`src/rtl/seven_seg_scan_if.sv`:
```
// Bus between the display source (master) and the seven-segment scan controller (slave).
// The controller is the slave: it samples the live data and drives the frame-stable outputs.
interface seven_seg_scan_if;
    logic [31:0] display_in;
    logic [1:0]  sw_in;
    logic        load_now;
    logic [3:0]  blink_mask;
    logic [1:0]  scanning;
    logic [31:0] display_code;
    logic [1:0]  sw;
    logic        frame_tick;
    logic        blank;

    modport master (
        output display_in,
        output sw_in,
        output load_now,
        output blink_mask,
        input  scanning,
        input  display_code,
        input  sw,
        input  frame_tick,
        input  blank
    );

    modport slave (
        input  display_in,
        input  sw_in,
        input  load_now,
        input  blink_mask,
        output scanning,
        output display_code,
        output sw,
        output frame_tick,
        output blank
    );
endinterface

```
`src/rtl/seven_seg_scan_ctrl.sv`:
```
// Digit-scan divider for a 4-digit seven-segment display. Display data and switch
// selects are latched at frame boundaries (or on load_now) so a digit never tears.
module seven_seg_scan_ctrl #(
    parameter int unsigned REFRESH_DIV  = 50000,
    parameter int unsigned BLINK_FRAMES = 128,
    parameter int unsigned CNT_W        = 16
) (
    input  logic            clk,
    input  logic            rst,
    seven_seg_scan_if.slave bus
);

    localparam int unsigned FRAME_W = (BLINK_FRAMES > 1) ? $clog2(BLINK_FRAMES) : 1;
    localparam logic [CNT_W-1:0]   DivLast   = CNT_W'(REFRESH_DIV - 1);
    localparam logic [FRAME_W-1:0] FrameLast = FRAME_W'(BLINK_FRAMES - 1);

    logic [CNT_W-1:0]   div_q, div_d;
    logic [1:0]         scan_q, scan_d;
    logic [31:0]        code_q, code_d;
    logic [1:0]         sw_q, sw_d;
    logic [1:0]         sw_meta_q, sw_sync_q;
    logic [FRAME_W-1:0] frame_q, frame_d;
    logic               phase_q, phase_d;
    logic               tick_q, tick_d;
    logic               blank_q, blank_d;

    logic slot_end;
    logic frame_end;
    logic capture;

    assign slot_end  = (div_q == DivLast);
    assign frame_end = slot_end && (scan_q == 2'd3);
    assign capture   = frame_end || bus.load_now;

    always_comb begin
        div_d   = div_q;
        scan_d  = scan_q;
        code_d  = code_q;
        sw_d    = sw_q;
        frame_d = frame_q;
        phase_d = phase_q;

        if (slot_end) begin
            div_d  = '0;
            scan_d = scan_q + 2'd1;
        end else begin
            div_d = div_q + CNT_W'(1);
        end

        if (capture) begin
            code_d = bus.display_in;
            sw_d   = sw_sync_q;
        end

        if (frame_end) begin
            if (frame_q == FrameLast) begin
                frame_d = '0;
                phase_d = ~phase_q;
            end else begin
                frame_d = frame_q + FRAME_W'(1);
            end
        end

        tick_d = frame_end;
        // Next-state scan and phase keep blank aligned with the digit it applies to.
        blank_d = phase_d & bus.blink_mask[scan_d];
    end

    always_ff @(posedge clk or posedge rst) begin
        if (rst) begin
            div_q     <= '0;
            scan_q    <= '0;
            code_q    <= '0;
            sw_q      <= '0;
            sw_meta_q <= '0;
            sw_sync_q <= '0;
            frame_q   <= '0;
            phase_q   <= 1'b0;
            tick_q    <= 1'b0;
            blank_q   <= 1'b0;
        end else begin
            div_q     <= div_d;
            scan_q    <= scan_d;
            code_q    <= code_d;
            sw_q      <= sw_d;
            sw_meta_q <= bus.sw_in;
            sw_sync_q <= sw_meta_q;
            frame_q   <= frame_d;
            phase_q   <= phase_d;
            tick_q    <= tick_d;
            blank_q   <= blank_d;
        end
    end

    assign bus.scanning     = scan_q;
    assign bus.display_code = code_q;
    assign bus.sw           = sw_q;
    assign bus.frame_tick   = tick_q;
    assign bus.blank        = blank_q;

endmodule

```
`src/flat_wrapper.sv`:
```
// flat-port wrapper written by rule: the top's interface ports become plain ports
module seven_seg_scan_ctrl_flat 
#(
    parameter int unsigned REFRESH_DIV  = 50000,
    parameter int unsigned BLINK_FRAMES = 128,
    parameter int unsigned CNT_W        = 16
)
  (clk, rst, bus_display_in, bus_sw_in, bus_load_now, bus_blink_mask, bus_scanning, bus_display_code, bus_sw, bus_frame_tick, bus_blank);
  seven_seg_scan_if bus_i ();
  input  logic clk;
  input  logic rst;
  input wire logic [$bits(bus_i.display_in)-1:0] bus_display_in;
  input wire logic [$bits(bus_i.sw_in)-1:0] bus_sw_in;
  input wire logic [$bits(bus_i.load_now)-1:0] bus_load_now;
  input wire logic [$bits(bus_i.blink_mask)-1:0] bus_blink_mask;
  output wire logic [$bits(bus_i.scanning)-1:0] bus_scanning;
  output wire logic [$bits(bus_i.display_code)-1:0] bus_display_code;
  output wire logic [$bits(bus_i.sw)-1:0] bus_sw;
  output wire logic [$bits(bus_i.frame_tick)-1:0] bus_frame_tick;
  output wire logic [$bits(bus_i.blank)-1:0] bus_blank;
  assign bus_i.display_in = bus_display_in;
  assign bus_i.sw_in = bus_sw_in;
  assign bus_i.load_now = bus_load_now;
  assign bus_i.blink_mask = bus_blink_mask;
  assign bus_scanning = bus_i.scanning;
  assign bus_display_code = bus_i.display_code;
  assign bus_sw = bus_i.sw;
  assign bus_frame_tick = bus_i.frame_tick;
  assign bus_blank = bus_i.blank;
  seven_seg_scan_ctrl #(.REFRESH_DIV(REFRESH_DIV), .BLINK_FRAMES(BLINK_FRAMES), .CNT_W(CNT_W)) u_core (.clk(clk), .rst(rst), .bus(bus_i));
endmodule
```
`config.mk`:
```
export PLATFORM = sky130hd
export DESIGN_NAME = seven_seg_scan_ctrl_flat
export DESIGN_NICKNAME = d
export VERILOG_FILES = /design/src/rtl/seven_seg_scan_if.sv /design/src/rtl/seven_seg_scan_ctrl.sv /design/src/flat_wrapper.sv
export SDC_FILE = /design/constraint.sdc
export NUM_CORES = 1
export LEC_CHECK = 0
export ABC_CLOCK_PERIOD_IN_PS = 1800
export BUFFER_PORTS_ARGS = -buffer_cell sky130_fd_sc_hd__buf_2
export CORE_MARGIN = 2
export CORE_UTILIZATION = 47
export CTS_CLUSTER_SIZE = 28
export DETAILED_ROUTE_END_ITERATION = 6
export GPL_TIMING_DRIVEN = 1
export PLACE_DENSITY = 0.79
export SYNTH_ARGS = -nofsm -noshare
export SYNTH_HDL_FRONTEND = slang
export SYNTH_SLANG_ARGS = --single-unit
```
`constraint.sdc`:
```
create_clock -name clk -period 1.8 [get_ports clk]
set_input_delay 0.18 -clock clk [delete_from_list [all_inputs] [get_ports clk]]
set_output_delay 0.18 -clock clk [all_outputs]
set_load 0.005 [all_outputs]
```
==> results.txt, run 1 <==
----------------------------------------------------
[CTS]
  TritonCTS clock tree ... built
  CTS clk-pin slew, worst paths ... 0.07 ns
  Clock latency on the worst-skew pair ... 0.33 ns
  Number of buffers created by CTS ... 9
  Htree depth ... 3
  Root Buffer ... sky130_fd_sc_hd__clkbuf_8
  CTS max path bufs ... 2
  # clock sinks ... 66

[Global routing]
  Global-route congestion overflow total ... 0
  Wire length of the first global-routing pass ... 8.99 mm
  GRT Total Usage ... 17.9%
  Initial antenna violation count ... 0
  Vias in the first global route ... 2024
  Pin count of the biggest net entering global routing ... 30

[Critical path]
  Required time worst endpoint ... 2.01 ns
  Critical path start-end classification ... reg -> reg
  Max FO, Critical Path ... 4
  Worst setup EP type ... flip-flop
  Worst r2r path cells ... 7
  Type of origin of the critical path ... flip-flop
  Data arrival at the endpoint of the critical path ... 2.07 ns

[STA]
  Worst-case setup margin in the final layout ... -0.0580 ns
  Fin. Hold Viols ... 0
  Hold slack final ... 0.0786 ns
  Setup repair after global routing missed its margin ... yes
  Least-Margin Pin Slew ... 0.546 ns
  Achievable Freq ... 538 MHz
  Minimum period implied by the final worst setup slack ... 1.86 ns
  Total Negative Setup Slacks ... -1.35 ns
  Worst clock skew ... 0.00634 ns
  Total setup violations reported at the end of the flow ... 34
  Slew HR ... 63.5%
  Count of final max-slew check failures ... 0
  Period Utilization, post-route ... 103%

[Worst hold path]
  Hold Path Depth ... 2
  Hold crit path type ... in -> reg

[Power and ir drop]
  Total power ... 0.00312 W
  Portion of total power attributed to combinational logic ... 11.3%
  Peak supply drop ... 0.000470 V
  Switching share of total power ... 22.6%
  Switching component of the power ... 0.000705 W
  Static leakage ... 2.01 nW
  Power density cells ... 802 nW/µm²
  Sequential group share of total power ... 51.5%
  Power Internal ... 0.00242 W
  Share of total power in the clock network ... 37.2%

[Floorplanning]
  Die Width ... 82.4 µm
  Initial Util ... 48.8%
  Die Height ... 82.4 µm
  Top-level I/O count ... 79
  Full die area ... 6790 µm²
  Area inside the core boundary ... 5920 µm²
  Row cnt ... 28

[Synth]
  Most instantiated flip-flop cell in the synthesis netlist ... sky130_fd_sc_hd__dfrtp_1
  Mean instance size in the synthesized netlist ... 14.0 µm²
  Number of synthesized register bits ... 66
  Proportion of synthesized flip-flops having asynchronous set or reset ... 100%
  Cell count after synthesis ... 206
  Number of warnings reported in the yosys synthesis log ... 0
  Portion of the post-synthesis area used by sequential elements ... 57.2%
  Netlist Area Pre-Place ... 2890 µm²
  Post-synth net total ... 250
  EDFF count, synth ... 0
  Number of library cell types mapped by synthesis ... 31

[Routing]
  Drt pass-1 iters ... 4
  DRT Wirelength ... 5.88 mm
  Post-DR vias/cell ... 4.96
  Vias post-DR ... 2012
  Detailed-route DRC error count ... 0
  Number of DRC markers after the initial detailed-route iteration ... 58
  Post-DR wirelength/cell ... 14.5 µm
  Number of nets with antenna violations after routing ... 0

[Placement]
  Minimum setup slack after placement ... -0.422 ns
  GP Congestion ... 0.788
  Count of buffers from port buffering ... 78
  Placed wire-length estimate after detailed placement ... 3.93 mm

[Cells and area]
  Ratio of cells with drive above 1 in the final layout ... 52.6%
  Area growth syn-to-layout ... 34.8%
  Count of antenna diodes in the layout ... 0
  Count of nets after finishing ... 370
  Fill cell total of the finished layout ... 442
  Final core area utilization ... 65.7%

[Flow run]
  Total of max-cap violations ... 0

[Run status]
  Run status ... finished with violations
  Violated checks ... setup timing

----------------------------------------------------
==> power groups by stage <==
stage / Combinational [W] / Clock, W / Sequential, W
final: 0.000353 / 0.00116 / 0.00161
after detailed placement: 0.000326 / 0 / 0.00163
after floorplan: 0.000175 / 0 / 0.00164
after CTS: 0.000358 / 0.00120 / 0.00161
after global routing: 0.000386 / 0.00126 / 0.00162
after global placement: 0.000318 / 0 / 0.00163
==> per-layer routing <==
metal,global-route usage [%],wire [µm]
met1,22.1,2570
met2,30.0,2840
met3,4.24,406
met4,7.17,66
met5,0,0
==> timing repair <==
action                     in CTS  in global routing
cloned                          2                  0
hold endpoints to repair       24                  0
gates resized for setup        10                  6
pin swaps                       5                  6
setup endpoints to repair      41                 40
buffers inserted                7                  3
hold buffers                    3                  0
==> worst max-delay path, stage by stage, from the launching register on <==
cell	delay, ns
sky130_fd_sc_hd__dfrtp_1	0.40
sky130_fd_sc_hd__nor4bb_2	0.35
sky130_fd_sc_hd__and4_4	0.33
sky130_fd_sc_hd__nand2_8	0.07
sky130_fd_sc_hd__inv_8	0.09
sky130_fd_sc_hd__nor2_4	0.04
sky130_fd_sc_hd__buf_4	0.16
sky130_fd_sc_hd__mux2_4	0.30
==> layout by cell type, fill, tap and decap left out, types with 4 or more instances in the layout <==
master	instances
sky130_fd_sc_hd__clkbuf_8	9
sky130_fd_sc_hd__xor2_1	14
sky130_fd_sc_hd__buf_2	78
sky130_fd_sc_hd__dfrtp_1	66
sky130_fd_sc_hd__buf_4	26
sky130_fd_sc_hd__xnor2_1	6
sky130_fd_sc_hd__mux2_4	30
sky130_fd_sc_hd__buf_12	4
sky130_fd_sc_hd__nor2_1	19
sky130_fd_sc_hd__mux2_2	5
sky130_fd_sc_hd__and3_1	4
sky130_fd_sc_hd__nand3_1	13
sky130_fd_sc_hd__nand2_1	11
==> final cells by class <==
type	instances	area, µm²	area share, %
flip-flops and latches	66	1650	42.4
well taps	75	93.8	2.41
clock buffers	11	131	3.38
multi-input cells	132	1190	30.6
repair buffers	114	746	19.2
inverters	3	22.5	0.579
clock inverters	5	55.1	1.41
==> synthesized netlist by cell type, drive strengths merged (3+ instances only) <==
cell type	instances	area [µm²]
and3	5	32.5
nor3	5	25.0
dfrtp	66	1650
ha	3	37.5
xor2	14	123
xnor2	7	61.3
mux2	35	507
nand2	12	61.3
nand3b	3	22.5
nor2	21	95.1
nand3	13	65.1
buf	5	76.3
inv	3	16.3
==> per-stage QoR <==
step	area (µm²)	std cells
detailed placement	3490	377
global placement	3490	377
floorplan	2900	206
CTS	3850	405
finish	3890	406
global route	3890	406
==> path summary, 6_finish.rpt <==
path	from	to	slack, ns
setup / recovery	u_core.div_q[13]	u_core.bus.display_code[6]	-0.06
hold / removal	bus_display_in[13]	u_core.bus.display_code[13]	0.08
setup reg to reg	u_core.div_q[13]	u_core.bus.display_code[6]	-0.06
hold reg to reg	u_core.sw_meta_q[1]	u_core.sw_sync_q[1]	0.40
max in group asynchronous	rst	u_core.div_q[7]	0.78
min in group asynchronous	rst	u_core.sw_meta_q[1]	0.44
==> registers in the layout (all words and copies together), names as in the netlist <==
register	count
u_core.div_q	16
u_core.bus.display_code	32
u_core.bus.scanning	2
u_core.sw_sync_q	2
u_core.bus.sw	2
u_core.frame_q	7
u_core.phase_q	1
u_core.sw_meta_q	2
u_core.bus.blank	1
u_core.bus.frame_tick	1
==> kinds of logic after synthesis <==
| kind of cell | count (synthesis) | synth area share, % |
|---|---|---|
| simple gates | 67 | 13.0 |
| flops | 66 | 57.2 |
| mux | 36 | 17.9 |
| xor+xnor | 21 | 6.37 |
| buf+inv | 9 | 3.34 |
| compound gates | 4 | 0.866 |
| fa+ha+maj | 3 | 1.30 |
No activity file was read; power rests on OpenSTA's default activity.
==> run 2: changes to the inputs <==
ABC_CLOCK_PERIOD_IN_PS = 2100   (was 1800)
CORE_UTILIZATION = 52   (was 47)
PLACE_DENSITY = 0.82   (was 0.79)
clock period = 2.1 ns   (was 1.8 ns; I/O delays follow)
==> results.txt, run 2 (synthesis gave the netlist of run 1 again) <==
----------------------------------------------------
[Critical path]
  Critical path start-end classification ... reg -> reg (unchanged)
  Buffer and inverter count on the worst path ... 2 (unchanged)
  Worst r2r path cells ... 8 (was 7)
  Worst setup slack for register-to-register paths ... 0.16 ns (was -0.06 ns)
  Critical path's top delay family ... simple AND/OR/NAND/NOR gates (unchanged)
  Reg2reg end ... u_core.bus.display_code[0] (was u_core.bus.display_code[6])
  Worst setup EP type ... flip-flop (unchanged)
  Delay of the slowest cell on the worst path ... 0.40 ns (about the same)
  Max FO, Critical Path ... 18 (was 4)
  Data arrival at the endpoint of the critical path ... 2.15 ns (was 2.07 ns)
  Highest-delay cell along the critical path ... sky130_fd_sc_hd__dfrtp_1 (unchanged)
  Sequence of cells on the critical path ... ha_1, and3_2, and4_4, nand2_8, inv_6, nor2_8, buf_12, mux2_2 (was nor4bb_2, and4_4, nand2_8, inv_8, nor2_4, buf_4, mux2_4)
  Type of origin of the critical path ... flip-flop (unchanged)
  Required time worst endpoint ... 2.31 ns (was 2.01 ns)
  Beginning of the worst register-to-register path ... u_core.div_q[0] (was u_core.div_q[13])
  Depth of the critical timing path with buffers and inverters included ... 8 (was 7)

[CTS]
  Root Buffer ... sky130_fd_sc_hd__clkbuf_8 (unchanged)
  Number of buffers created by CTS ... 9 (unchanged)
  CTS max path bufs ... 2 (unchanged)
  Htree depth ... 3 (unchanged)
  Clock latency on the worst-skew pair ... 0.33 ns (about the same)
  # clock sinks ... 66 (unchanged)
  TritonCTS clock tree ... built (unchanged)
  CTS clk-pin slew, worst paths ... 0.07 ns (about the same)

[Routing]
  Number of nets with antenna violations after routing ... 0 (unchanged)
  Drt pass-1 iters ... 6 (was 4)
  Detailed-route DRC error count ... 0 (unchanged)
  Number of DRC markers after the initial detailed-route iteration ... 74 (was 58)
  Vias post-DR ... 1825 (was 2012)
  DRT Wirelength ... 4.96 mm (was 5.88 mm)
  Post-DR vias/cell ... 4.91 (was 4.96)
  Post-DR wirelength/cell ... 13.3 µm (was 14.5 µm)

[Cells and area]
  Final std cells w/o fill ... 372 (was 406)
  Leading cell type in the layout, fill and taps excluded ... sky130_fd_sc_hd__buf_2 (unchanged)
  Ratio of cells with drive above 1 in the final layout ... 46.7% (was 52.6%)
  Number of flip-flops in the largest register ... 32 (unchanged)
  Area growth syn-to-layout ... 24.6% (was 34.8%)
  Post-route cell area ... 3600 µm² (was 3890 µm²)
  Leading cell types in the layout, fill and taps excluded ... sky130_fd_sc_hd__buf_2 (78), sky130_fd_sc_hd__dfrtp_1 (66), sky130_fd_sc_hd__mux2_4 (30), sky130_fd_sc_hd__nor2_1 (20), sky130_fd_sc_hd__xor2_1 (14) (was sky130_fd_sc_hd__buf_2 (78), sky130_fd_sc_hd__dfrtp_1 (66), sky130_fd_sc_hd__mux2_4 (30), sky130_fd_sc_hd__buf_4 (26), sky130_fd_sc_hd__nor2_1 (19))
  Count of antenna diodes in the layout ... 0 (unchanged)
  Count of nets after finishing ... 341 (was 370)

[Global routing]
  Vias in the first global route ... 1837 (was 2024)
  Initial antenna violation count ... 0 (unchanged)
  Wire length of the first global-routing pass ... 8.53 mm (was 8.99 mm)
  GRT Total Usage ... 17.9% (about the same)
  Global-route congestion overflow total ... 0 (unchanged)
  Pin count of the biggest net entering global routing ... 31 (was 30)

[STA]
  Worst clock skew ... 0.00679 ns (was 0.00634 ns)
  Fin. Hold Viols ... 0 (unchanged)
  Count of final max-slew check failures ... 0 (unchanged)
  Least-Margin Pin Slew ... 0.522 ns (was 0.546 ns)
  Total Negative Setup Slacks ... 0 ns (was -1.35 ns)
  Total setup violations reported at the end of the flow ... 0 (was 34)
  Achievable Freq ... 516 MHz (was 538 MHz)
  Minimum period implied by the final worst setup slack ... 1.94 ns (was 1.86 ns)
  Slew HR ... 65.1% (was 63.5%)
  Setup repair after global routing missed its margin ... no (was yes)
  Period Utilization, post-route ... 92.3% (was 103%)

[Placement]
  Count of buffers from port buffering ... 78 (unchanged)
  Placed wire-length estimate after detailed placement ... 3.53 mm (was 3.93 mm)
  GP Congestion ... 0.794 (was 0.788)
  DP Cell Count ... 355 (was 377)
  Placed inst area ... 3360 µm² (was 3490 µm²)

[Floorplanning]
  Full die area ... 6170 µm² (was 6790 µm²)
  Row cnt ... 27 (was 28)
  Initial Util ... 53.1% (was 48.8%)
  Die Height ... 78.5 µm (was 82.4 µm)
  Area inside the core boundary ... 5440 µm² (was 5920 µm²)
  Top-level I/O count ... 79 (unchanged)
  Die Width ... 78.5 µm (was 82.4 µm)

[Worst hold path]
  Hold crit path type ... in -> reg (unchanged)
  Worst hold start ... bus_display_in[5] (was bus_display_in[13])
  Hold Path Depth ... 2 (unchanged)
  End point of the worst hold path ... u_core.bus.display_code[5] (was u_core.bus.display_code[13])

[Power and ir drop]
  Power density cells ... 743 nW/µm² (was 802 nW/µm²)
  Peak supply drop ... 0.000420 V (was 0.000470 V)
  Static leakage ... 1.85 nW (was 2.01 nW)

[Run status]
  Run status ... finished, final reports clean (was finished with violations)

[Flow run]
  Total of max-cap violations ... 0 (unchanged)

----------------------------------------------------
==> run 2: timing repair <==
item | 4_1_cts | 5_1_grt
setup endpoints to repair | 0 | 2
hold buffers | 3 | 0
gates resized for setup | 0 | 4
hold endpoints to repair | 25 | 0
buffers inserted | 0 | 0
==> run 2: worst max path at each step <==
stage / from / end / slack [ns]
after global placement: u_core.div_q[0] / u_core.bus.display_code[0] / 0.16
after floorplan: u_core.div_q[0] / u_core.bus.display_code[10] / 0.14
after detailed placement: u_core.div_q[0] / u_core.bus.blank / 0.06
final: u_core.div_q[0] / u_core.bus.display_code[0] / 0.16
after global routing: u_core.div_q[0] / u_core.bus.blank / 0.05
after CTS: u_core.div_q[0] / u_core.bus.blank / 0.04
==> run 2: through the flow <==
step	setup WS, ns	total power [W]	hold slack [ns]	util [%]
final	0.161	0.00267	0.109	66.2
after global routing	0.0491	0.00281	0.0917	66.2
after CTS	0.0351	0.00271	0.0984	65.9
after detailed placement	0.0588	0.00168	0.282	61.8
after global placement	0.155	0.00167	0.275	61.8
after floorplan	0.142	0.00155	0.241	-
==> run 2: power breakdown <==
part | total, W | leakage, nW | internal, W | switching (W)
clock | 0.00101 | 0.101 | 0.000595 | 0.000417
sequential | 0.00137 | 0.821 | 0.00134 | 0.0000335
combinational | 0.000286 | 0.927 | 0.000179 | 0.000107
total | 0.00267 | 1.85 | 0.00212 | 0.000558
==> run 2: metal layers <==
layer | track usage [%] | wire, µm | part of all wire, %
met1 | 23.5 | 2200 | 44
met2 | 29.1 | 2450 | 49
met4 | 6.32 | 68 | 1.4
met5 | 0 | 0 | 0
met3 | 4.48 | 238 | 4.8
==> run 2: area by class of cell <==
class,count,area (µm²)
well taps,72,90.1
clock inverters,3,40.0
multi-input cells,131,1150
fillers,399,1840
repair buffers,86,499
flip-flops and latches,66,1650
inverters,3,16.3
clock buffers,11,151
==> run 2: worst register-to-register path, stage by stage (launching register included) <==
cell	delay [ns]
sky130_fd_sc_hd__dfrtp_1	0.40
sky130_fd_sc_hd__ha_1	0.25
sky130_fd_sc_hd__and3_2	0.22
sky130_fd_sc_hd__and4_4	0.18
sky130_fd_sc_hd__nand2_8	0.09
sky130_fd_sc_hd__inv_6	0.05
sky130_fd_sc_hd__nor2_8	0.10
sky130_fd_sc_hd__buf_12	0.19
sky130_fd_sc_hd__mux2_2	0.35
